**config.mk**
```make
export PLATFORM = sky130hd
export DESIGN_NAME = usb_rx_nrzi_unstuff_flat
export DESIGN_NICKNAME = d
export VERILOG_FILES = /design/src/rtl/usb_rx_nrzi_unstuff_if.sv /design/src/rtl/usb_rx_nrzi_unstuff.sv /design/src/flat_wrapper.sv
export SDC_FILE = /design/constraint.sdc
export NUM_CORES = 1
export LEC_CHECK = 0
export CORE_MARGIN = 2
export CORE_UTILIZATION = 55
export DETAILED_ROUTE_END_ITERATION = 10
export PLACE_DENSITY_LB_ADDON = 0.2
export SLEW_MARGIN = 40
export SYNTH_ARGS = -nofsm -noshare
export SYNTH_HDL_FRONTEND = slang
export SYNTH_SLANG_ARGS = --single-unit
```
**constraint.sdc**
```tcl
create_clock -name clock_480 -period 1.63 [get_ports clock_480]
set_input_delay 0.163 -clock clock_480 [delete_from_list [all_inputs] [get_ports clock_480]]
set_output_delay 0.163 -clock clock_480 [all_outputs]
set_load 0.01 [all_outputs]
```
**src/rtl/usb_rx_nrzi_unstuff_if.sv**
```systemverilog
// Receive-side bundle: recovered line bit in, framed byte stream out.
// err_count is present only when USB_RX_ERR_CNT_EN is defined.
interface usb_rx_nrzi_unstuff_if;
  logic       data_in;
  logic       rx_active;
  logic [7:0] rx_data;
  logic       rx_valid;
  logic       rx_eop;
  logic       rx_error;
`ifdef USB_RX_ERR_CNT_EN
  logic [7:0] err_count;

  modport slave  (input data_in, output rx_active, rx_data, rx_valid, rx_eop, rx_error, err_count);
  modport master (output data_in, input rx_active, rx_data, rx_valid, rx_eop, rx_error, err_count);
`else
  modport slave  (input data_in, output rx_active, rx_data, rx_valid, rx_eop, rx_error);
  modport master (output data_in, input rx_active, rx_data, rx_valid, rx_eop, rx_error);
`endif
endinterface

```
**src/rtl/usb_rx_nrzi_unstuff.sv**
```systemverilog
// HS receive stage: NRZI decode, SYNC hunt, bit-unstuff, LSB-first byte assembly, EOP/error.
// Optional stuff-error counter enabled by defining USB_RX_ERR_CNT_EN.
module usb_rx_nrzi_unstuff #(
  parameter int unsigned SYNC_MIN = 12
) (
  input  logic                 clock_480,
  input  logic                 reset,
  usb_rx_nrzi_unstuff_if.slave bus
);

  typedef enum logic {HUNT, RECV} state_e;

  localparam logic [5:0] SyncMin = 6'(SYNC_MIN);

  state_e     state_q, state_d;
  logic       in_q, in_qq;
  logic [2:0] ones_cnt_q, ones_cnt_d;
  logic [5:0] zero_cnt_q, zero_cnt_d;
  logic [2:0] bit_cnt_q, bit_cnt_d;
  logic [7:0] shreg_q, shreg_d;
  logic [7:0] rx_data_q, rx_data_d;
  logic       rx_active_q, rx_active_d;
  logic       rx_valid_q, rx_valid_d;
  logic       rx_eop_q, rx_eop_d;
  logic       rx_error_q, rx_error_d;
  logic       d;

  // No line transition decodes as 1, a transition as 0.
  assign d = ~(in_q ^ in_qq);

  always_ff @(posedge clock_480) begin
    if (reset) begin
      in_q        <= 1'b1;
      in_qq       <= 1'b1;
      state_q     <= HUNT;
      ones_cnt_q  <= '0;
      zero_cnt_q  <= '0;
      bit_cnt_q   <= '0;
      shreg_q     <= '0;
      rx_data_q   <= '0;
      rx_active_q <= 1'b0;
      rx_valid_q  <= 1'b0;
      rx_eop_q    <= 1'b0;
      rx_error_q  <= 1'b0;
    end else begin
      in_q        <= bus.data_in;
      in_qq       <= in_q;
      state_q     <= state_d;
      ones_cnt_q  <= ones_cnt_d;
      zero_cnt_q  <= zero_cnt_d;
      bit_cnt_q   <= bit_cnt_d;
      shreg_q     <= shreg_d;
      rx_data_q   <= rx_data_d;
      rx_active_q <= rx_active_d;
      rx_valid_q  <= rx_valid_d;
      rx_eop_q    <= rx_eop_d;
      rx_error_q  <= rx_error_d;
    end
  end

  always_comb begin
    state_d     = state_q;
    zero_cnt_d  = zero_cnt_q;
    bit_cnt_d   = bit_cnt_q;
    shreg_d     = shreg_q;
    rx_data_d   = rx_data_q;
    rx_active_d = rx_active_q;
    rx_valid_d  = 1'b0;
    rx_eop_d    = 1'b0;
    rx_error_d  = 1'b0;

    if (!d) begin
      ones_cnt_d = '0;
    end else if (ones_cnt_q != 3'd7) begin
      ones_cnt_d = ones_cnt_q + 3'd1;
    end else begin
      ones_cnt_d = ones_cnt_q;
    end

    case (state_q)
      HUNT: begin
        if (!d) begin
          if (zero_cnt_q != 6'd63) zero_cnt_d = zero_cnt_q + 6'd1;
        end else if (zero_cnt_q >= SyncMin) begin
          state_d     = RECV;
          bit_cnt_d   = '0;
          ones_cnt_d  = '0;
          zero_cnt_d  = '0;
          rx_active_d = 1'b1;
        end else begin
          zero_cnt_d = '0;
        end
      end
      RECV: begin
        // A seventh consecutive one is the EOP; it is clean only when 7 bits are pending.
        if (ones_cnt_q == 3'd6 && d) begin
          state_d     = HUNT;
          rx_active_d = 1'b0;
          rx_eop_d    = 1'b1;
          rx_error_d  = (bit_cnt_q != 3'd7);
          zero_cnt_d  = '0;
          bit_cnt_d   = '0;
        end else if (ones_cnt_q != 3'd6) begin
          shreg_d = {d, shreg_q[7:1]};
          if (bit_cnt_q == 3'd7) begin
            rx_data_d  = {d, shreg_q[7:1]};
            rx_valid_d = 1'b1;
            bit_cnt_d  = '0;
          end else begin
            bit_cnt_d = bit_cnt_q + 3'd1;
          end
        end
      end
      default: state_d = HUNT;
    endcase
  end

  assign bus.rx_active = rx_active_q;
  assign bus.rx_data   = rx_data_q;
  assign bus.rx_valid  = rx_valid_q;
  assign bus.rx_eop    = rx_eop_q;
  assign bus.rx_error  = rx_error_q;

`ifdef USB_RX_ERR_CNT_EN
  logic [7:0] err_count_q;

  always_ff @(posedge clock_480) begin
    if (reset) begin
      err_count_q <= '0;
    end else if (rx_error_d && err_count_q != 8'hFF) begin
      err_count_q <= err_count_q + 8'd1;
    end
  end

  assign bus.err_count = err_count_q;
`endif

endmodule
```
**src/flat_wrapper.sv**
```systemverilog
// flat-port wrapper written by rule: the top's interface ports become plain ports
module usb_rx_nrzi_unstuff_flat 
#(
  parameter int unsigned SYNC_MIN = 12
)
  (clock_480, reset, bus_data_in, bus_rx_active, bus_rx_data, bus_rx_valid, bus_rx_eop, bus_rx_error);
  usb_rx_nrzi_unstuff_if bus_i ();
  input  logic clock_480;
  input  logic reset;
  input wire logic [$bits(bus_i.data_in)-1:0] bus_data_in;
  output wire logic [$bits(bus_i.rx_active)-1:0] bus_rx_active;
  output wire logic [$bits(bus_i.rx_data)-1:0] bus_rx_data;
  output wire logic [$bits(bus_i.rx_valid)-1:0] bus_rx_valid;
  output wire logic [$bits(bus_i.rx_eop)-1:0] bus_rx_eop;
  output wire logic [$bits(bus_i.rx_error)-1:0] bus_rx_error;
  assign bus_i.data_in = bus_data_in;
  assign bus_rx_active = bus_i.rx_active;
  assign bus_rx_data = bus_i.rx_data;
  assign bus_rx_valid = bus_i.rx_valid;
  assign bus_rx_eop = bus_i.rx_eop;
  assign bus_rx_error = bus_i.rx_error;
  usb_rx_nrzi_unstuff #(.SYNC_MIN(SYNC_MIN)) u_core (.clock_480(clock_480), .reset(reset), .bus(bus_i));
endmodule
```
Word-level counts from Yosys, hierarchy flattened
Index checks and enable logic that the tools add are counted.
Widths: inputs -> output; s select.

word-level totals
  flip-flop bits (word level) = 35
  bits of input ports = 3
  output and inout bits = 12
  word-level logic and storage cells = 66

cells by class
  $add $sub $neg = 3
  order comparisons = 1
  equality and inequality tests = 11
  muxes and demuxes = 25
  bitwise operators = 5
  reduce and logical (&&, ||, !) cells = 9

operators with widths
  kind                 number
  $mux 3               10
  $mux 6               3
  $ne 3x3->1 const B   5
  $pmux 6 s2           1
  $reduce_and 3->1     3
  $mux 1               8
  $add 3x1->3 const B  2
  $add 6x1->6 const B  1
  $eq 3x3->1 const B   2
  $ge 6x4->1 const B   1
  $ne 6x6->1 const B   1
  $pmux 3 s2           1
  $ne 2x2->1 const B   2
  $not 1->1            4
  $pmux 1 s2           2
  $reduce_and 4->1     1
  $reduce_or 4->1      1
  $reduce_or 3->1      1
  $ne 2x1->1 const B   1
  $reduce_and 2->1     1
  $reduce_or 2->1      1
  $logic_and 1x1->1    1
  $xor 1x1->1          1

Longest topological paths before layout
Gate-level depths: netlist of the first run.

  depth in word-level cells = 6
  mapped depth = 6
  depth with buffers taken out = 6

Least setup slack after synthesis of the first run
OpenSTA, ideal clock, no wires.

  path kind = register to register
  start = register u_core.ones_cnt_q[0]
  end = register u_core.bit_cnt_q[1]
  setup time = 0.128 ns
  arrival = 1.278 ns
  data required time = 1.502 ns
  setup slack = 0.224 ns
  stages on the path, launching flop included = 7
  buffers on the path = 1
  period minus slack after synthesis = 1.406 ns
  cell sequence = dfxtp_1 inv_1 ha_1 a21bo_2 buf_2 a32oi_1 nor2_1

on the way
  word-level cells in the longest chain between the ends = 4
  elaborated cells on any way between the ends = 7
  classes of those cells = eq/ne (3); mux (2); reduce/logical (2)

ends and longest elaborated chain
  what                                                      line                       text
  start, declared                                           usb_rx_nrzi_unstuff.sv:17  logic [2:0] ones_cnt_q, ones_cnt_d;
  start signal, assigned                                    usb_rx_nrzi_unstuff.sv:49  ones_cnt_q <= ones_cnt_d;
  $eq 3x3->1                                                usb_rx_nrzi_unstuff.sv:96  if (ones_cnt_q == 3'd6 && d) begin
  $logic_and 1x1->1                                         usb_rx_nrzi_unstuff.sv:96
  $ne 3x3->1 (no line) or $mux 3 (tied branches)            n/a
  $reduce_and 3->1 (no line) or $pmux 3 s2 (tied branches)  n/a
  end signal, assigned                                      usb_rx_nrzi_unstuff.sv:51  bit_cnt_q <= bit_cnt_d;
  end, declared                                             usb_rx_nrzi_unstuff.sv:19  logic [2:0] bit_cnt_q, bit_cnt_d;

Parallel ways exist; a longest one is shown, timed or not.
A chain may end at the register's enable or synchronous reset.

Worst setup path after layout of the first run
  start = register u_core.ones_cnt_q[0]
  end = register u_core.zero_cnt_q[4]

on the way
  word-level cells in the longest chain between the ends = 4

ends and longest elaborated chain
  what                        line                       text
  $eq 3x3->1                  usb_rx_nrzi_unstuff.sv:96
  $logic_and 1x1->1           usb_rx_nrzi_unstuff.sv:96
  $ne 2x2->1 (no line)        n/a
  $reduce_and 2->1 (no line)  n/a
  end signal, assigned        usb_rx_nrzi_unstuff.sv:50  zero_cnt_q <= zero_cnt_d;
  end, declared               usb_rx_nrzi_unstuff.sv:18  logic [5:0] zero_cnt_q, zero_cnt_d;

No other way between the ends.

==> summary.txt, run 1 <==
Run status
  • Status: completed

Pwr
  • Pwr per Cell Area: 823 mW/mm^2
  • VDD IR-drop max: 0.767 mV
  • Leak Pwr: 0.623 nW
  • Total power: 1.42 mW

Critical path
  • Worst r2r path cells: 4
  • CP max stage cell: dfxtp_1
  • FF-to-FF Start: u_core.ones_cnt_q[0]
  • Setup slack, reg-to-reg: 0.12 ns
  • CP Class: reg2reg
  • RR Endpoint: u_core.zero_cnt_q[4]
  • Startpoint Class: flip-flop
  • Crit end category: flip-flop
  • Critical path required time: 1.85 ns
  • CP cell instances: inv_1 -> ha_1 -> a21bo_2 -> a2111oi_2
  • Crit path arrival time: 1.73 ns
  • Crit-path max FO: 13
  • Worst path max stage delay: 0.39 ns

Clock network
  • H-tree lvl count: 2
  • CTS tree: done
  • Clock tree buffer depth: 2
  • Number of buffers added for setup after CTS: 0
  • CTS buffer count: 5
  • CTS Sinks: 34
  • Reg clk slew, reported paths: 0.10 ns
  • Worst-Skew Late Latency: 0.34 ns
  • Clk Tree Root Cell: clkbuf_4

Logic synthesis
  • Ys flop type: dfxtp_1
  • Distinct cells, synth: 40
  • Top post-synthesis cells by area: dfxtp_1 46%, nand2_1 7.1%, a21oi_1 6.4%
  • Number of synthesized flops with an enable pin: 0
  • Register area share after synthesis: 0.460
  • Post-Syn Area per Cell: 8.91 um^2
  • Synthesis-stage register bit count: 34
  • Most frequent cell after synthesis: dfxtp_1
  • Synth area leader: dfxtp_1
  • Synth top area share: 0.460
  • Cell count after synthesis: 166
  • Cell Area, Synth: 0.00148 mm^2
  • Commonest cells post-synth: 34 x dfxtp_1, 28 x nand2_1, 19 x a21oi_1
  • Async set or reset register ratio after synthesis: 0
  • Post-Syn Nets: 175
  • Syn. warnings: 0

Die
  • Rows: 18
  • Core Region: 0.00252 mm^2
  • # IOs: 15
  • Chip Width: 55.9 um
  • Die H: 55.9 um
  • Starting density of the core: 0.586
  • Die footprint: 0.00312 mm^2

STA
  • Final Hold Vio Count: 0
  • Clock skew: 0.0113 ns
  • Worst rel slew slack: 0.724
  • Final Max Tran Viols: 0
  • Tcrit/Tclk final: 0.924
  • Final setup fails: 0
  • Worst Tran Pin Value: 0.409 ns
  • Fmax achieved: 0.664 GHz
  • Setup TNS: 0 ns
  • Post-route minimum period: 1.51 ns
  • RSZ-0062 raised after global routing: false

GRT
  • First-pass GRT wire length: 4920 um
  • Vias in the first global route: 1136
  • GRT Resource Usage Total: 0.203
  • Gr ovfl total: 0
  • Initial antenna violation count: 0
  • Largest net degree at the start of global routing: 24

Detailed routing
  • Drt first pass iters: 4
  • Total routed wirelength: 2980 um
  • Initial drt markers: 34
  • Drt wl/cell: 13.8 um
  • Antenna Violating Nets Remaining: 0
  • DRC: 0
  • Via-to-Cell Ratio: 5.62
  • Vias: 1214

Placed design
  • DP Cell Count: 208
  • Gpl congestion: 0.779
  • Buffers on Ports: 14
  • Hpwl dp: 2130 um

Final layout
  • P&R area growth vs syn: 16.3%
  • Diodes inserted: 0
  • Final net count: 194
  • Final std cells w/o fill: 216
  • Final core utilization: 0.682
  • Layout cells sized above 1: 0.140

Hold path
  • Hold EP: u_core.in_q
  • Worst hold path type: in2reg
  • Hold Path Depth: 2
  • Hold Path Origin: bus_data_in

Run
  • Number of max-cap violations: 0
==> area by class of cell <==
cell class / count / area (um^2)
well taps: 30 / 37.5
repair buffers: 20 / 185
fillers: 215 / 802
inverters: 3 / 11.3
clock buffers: 7 / 55.1
flip-flops and latches: 34 / 681
clock inverters: 1 / 5.00
multi-input cells: 121 / 746
==> worst max path at each step <==
stage                    startpoint                   end  cells past startpoint
2_1_floorplan  u_core.ones_cnt_q[0]   u_core.bit_cnt_q[1]                      6
3_3_place_gp           u_core.in_qq  u_core.zero_cnt_q[5]                      5
3_5_place_dp           u_core.in_qq  u_core.zero_cnt_q[0]                      4
4_1_cts        u_core.ones_cnt_q[0]  u_core.zero_cnt_q[4]                      4
5_1_grt        u_core.zero_cnt_q[0]  u_core.zero_cnt_q[4]                      4
6_report       u_core.ones_cnt_q[0]  u_core.zero_cnt_q[4]                      4
==> worst max-delay path, delay by kind of cell, from the launching register on <==
family / cells / cell delay, ns
buf+inv: 1 / 0.06
compound gates: 2 / 0.68
fa+ha+maj: 1 / 0.27
flops: 1 / 0.39
==> stage by stage <==
stage	cell area, um^2	hold WS [ns]	setup WS, ns
after global placement	1650	0.443	0.157
final	1720	0.422	0.123
after floorplan	1480	0.267	0.224
after detailed placement	1650	0.448	-0.000868
after CTS	1720	0.384	0.0901
after global routing	1720	0.407	0.00194
==> layout by cell type, fill, tap and decap left out, types with 3 or more instances in the layout <==
cell             synthesis  final
dfxtp_1                 34     34
nor3_1                   3      3
a211oi_1                 3      3
nor2_1                  16     16
nand3_1                 12     12
ha_1                     6      6
nand2_1                 28     28
clkdlybuf4s50_1          0     14
buf_4                    0      6
clkbuf_4                 0      5
inv_1                    3      3
a21oi_1                 19     19
==> state kept, by name (all words and copies together), names as in the netlist <==
register,cells
u_core.in_qq,1
u_core.shreg_q,7
u_core.in_q,1
u_core.bit_cnt_q,3
u_core.state_q,1
u_core.bus.rx_data,8
u_core.zero_cnt_q,6
u_core.bus.rx_error,1
u_core.bus.rx_valid,1
u_core.ones_cnt_q,3
u_core.bus.rx_active,1
u_core.bus.rx_eop,1
==> per-layer routing <==
layer | vias up | wire, um | track usage
met2 | 16 | 1430 | 0.338
met4 | 0 | 66 | 0.105
met3 | 10 | 82 | 0.0581
met5 | - | 0 | 0
li1 | 620 | - | -
met1 | 568 | 1400 | 0.236
==> power by group <==
part	leakage [nW]	total [mW]	internal (mW)	switching, mW
registers	0.275	0.855	0.841	0.0135
logic	0.313	0.0789	0.0350	0.0439
clock network	0.0353	0.482	0.209	0.273
==> what timing repair did <==
item	4_1_cts	5_1_grt
endpoints found under the setup margin	2	0
hold buffers	0	0
gates resized for setup	1	0
==> cell families after synthesis <==
kind of cell    synth area share
flops                      0.460
buf+inv                   0.0406
fa+ha+maj                 0.0508
xor+xnor                  0.0178
simple gates               0.229
compound gates             0.201
(Power assumes the default switching activity.)
==> inputs of run 2 (changes only) <==
GPL_ROUTABILITY_DRIVEN = 0   (was unset)
MAX_ROUTING_LAYER = met4   (was unset)
==> run 2 against run 1 <==
Net effect: die area unchanged; clock skew shrank 0.0015 ns; sequential power is essentially flat; critical path type unchanged; wire length increased by 1.0%; critical path depth unchanged; clock power grew 0.8%; largest cell class unchanged; hold slack got worse by 0.0011 ns; global-route usage grew 0.62 points; cell area unchanged.
==> summary.txt, run 2 (synthesized netlist as in run 1, its figures left out) <==
Final layout
  • Area of the multi-input gates: 746 um^2
  • Largest register FFs: 8
  • P&R area growth vs syn: 16.3%
  • Most frequent cells in the layout: 34 x dfxtp_1, 28 x nand2_1, 19 x a21oi_1
  • Diodes inserted: 0
  • Final core utilization: 0.682
  • Most common cell after layout, fill and taps aside: dfxtp_1
  • Final net count: 194
  • Register area: 681 um^2
  • Layout cells sized above 1: 0.140
  • Final std cells w/o fill: 216
  • Design Area, Final: 0.00172 mm^2
  • Fill count: 215

Clock network
  • CTS buffer count: 5
  • CTS Sinks: 34
  • Clk Tree Root Cell: clkbuf_4
  • Number of buffers added for setup after CTS: 0
  • Cts repair resizes: 1
  • Clock tree buffer depth: 2
  • Hold Buf Count CTS: 0
  • Reg clk slew, reported paths: 0.10 ns
  • CTS tree: done
  • H-tree lvl count: 2
  • Worst-Skew Late Latency: 0.34 ns

Hold path
  • Hold EP: u_core.in_q
  • Worst hold path type: in2reg
  • Hold Path Origin: bus_data_in
  • Hold Path Depth: 2

Critical path
  • Worst r2r path cells: 4
  • CP max stage cell: dfxtp_1
  • FF-to-FF Start: u_core.zero_cnt_q[0]
  • Critical path's top delay family: simple AND/OR/NAND/NOR gates
  • Crit-path max FO: 6
  • Worst path max stage delay: 0.38 ns
  • Crit end category: flip-flop
  • RR Endpoint: u_core.zero_cnt_q[4]
  • Startpoint Class: flip-flop
  • CP cell instances: ha_1 -> nor2b_1 -> and4b_1 -> a2111oi_2
  • Crit path arrival time: 1.73 ns
  • Critical path required time: 1.86 ns
  • Bufs and invs on worst path: 0
  • CP Class: reg2reg
  • Setup slack, reg-to-reg: 0.12 ns

Detailed routing
  • Vias: 1218
  • Antenna Violating Nets Remaining: 0
  • Initial drt markers: 29
  • DRC: 0
  • Total routed wirelength: 3010 um
  • Drt wl/cell: 13.9 um
  • Via-to-Cell Ratio: 5.64
  • Drt first pass iters: 4

STA
  • Final setup fails: 0
  • Clock skew: 0.00981 ns
  • Worst Tran Pin Value: 0.409 ns
  • Post-route minimum period: 1.51 ns
  • Fmax achieved: 0.664 GHz
  • Setup TNS: 0 ns
  • Final Max Tran Viols: 0
  • Worst rel slew slack: 0.724
  • RSZ-0062 raised after global routing: false
  • Final Hold Vio Count: 0
  • Tcrit/Tclk final: 0.925

GRT
  • GRT Resource Usage Total: 0.209
  • Initial antenna violation count: 0
  • First-pass GRT wire length: 4920 um
  • Largest net degree at the start of global routing: 24
  • Gr ovfl total: 0
  • Vias in the first global route: 1138

Die
  • Rows: 18
  • Die H: 55.9 um
  • # IOs: 15
  • Chip Width: 55.9 um
  • Die footprint: 0.00312 mm^2
  • Core Region: 0.00252 mm^2
  • Starting density of the core: 0.586

Placed design
  • Buffers on Ports: 14
  • DP Area: 0.00165 mm^2
  • Hpwl dp: 2130 um
  • DP Cell Count: 208

Pwr
  • VDD IR-drop max: 0.768 mV
  • Total power: 1.42 mW
  • Leak Pwr: 0.623 nW
  • Pwr per Cell Area: 825 mW/mm^2

Run
  • Number of max-cap violations: 0

Run status
  • Status: completed
==> run 2: cell counts in the layout (fill, tap and decap cells not counted) <==
Identical to the previous run, type by type.
==> run 2: how the worst max path moves through the flow <==
stage | depth (start not counted) | slack [ns] | to | start
2_1_floorplan | 6 | 0.22 | u_core.bit_cnt_q[1] | u_core.ones_cnt_q[0]
3_3_place_gp | 5 | 0.16 | u_core.zero_cnt_q[5] | u_core.in_qq
3_5_place_dp | 4 | -0.0009 | u_core.zero_cnt_q[0] | u_core.in_qq
4_1_cts | 4 | 0.09 | u_core.zero_cnt_q[4] | u_core.ones_cnt_q[0]
5_1_grt | 4 | 0.002 | u_core.zero_cnt_q[4] | u_core.zero_cnt_q[0]
6_report | 4 | 0.12 | u_core.zero_cnt_q[4] | u_core.zero_cnt_q[0]
==> run 2: layer usage <==
metal,global-route usage,part of all wire,up-vias
met5,-,0,-
met4,0.105,0.024,0
met3,0.0581,0.027,10
met2,0.337,0.48,16
met1,0.239,0.47,574
li1,-,-,618
==> run 2: per-stage QoR <==
stage	hold WS (ns)	setup WS, ns
floorplan	0.267	0.224
global placement	0.443	0.157
detailed placement	0.448	-0.000868
CTS	0.384	0.0901
global route	0.407	0.00194
finish	0.421	0.123
==> run 2: final cells by class <==
type	instances	share of cell area
clock buffer	7	0.0320
clock inverter	1	0.00291
inverter	3	0.00655
multi-input combinational	121	0.433
sequential	34	0.396
tap	30	0.0218
timing repair buffer	20	0.108
==> run 2: report_power, final <==
part | internal (mW) | switching [mW]
Sequential | 0.841 | 0.0136
Clock | 0.209 | 0.277
Combinational | 0.0350 | 0.0440
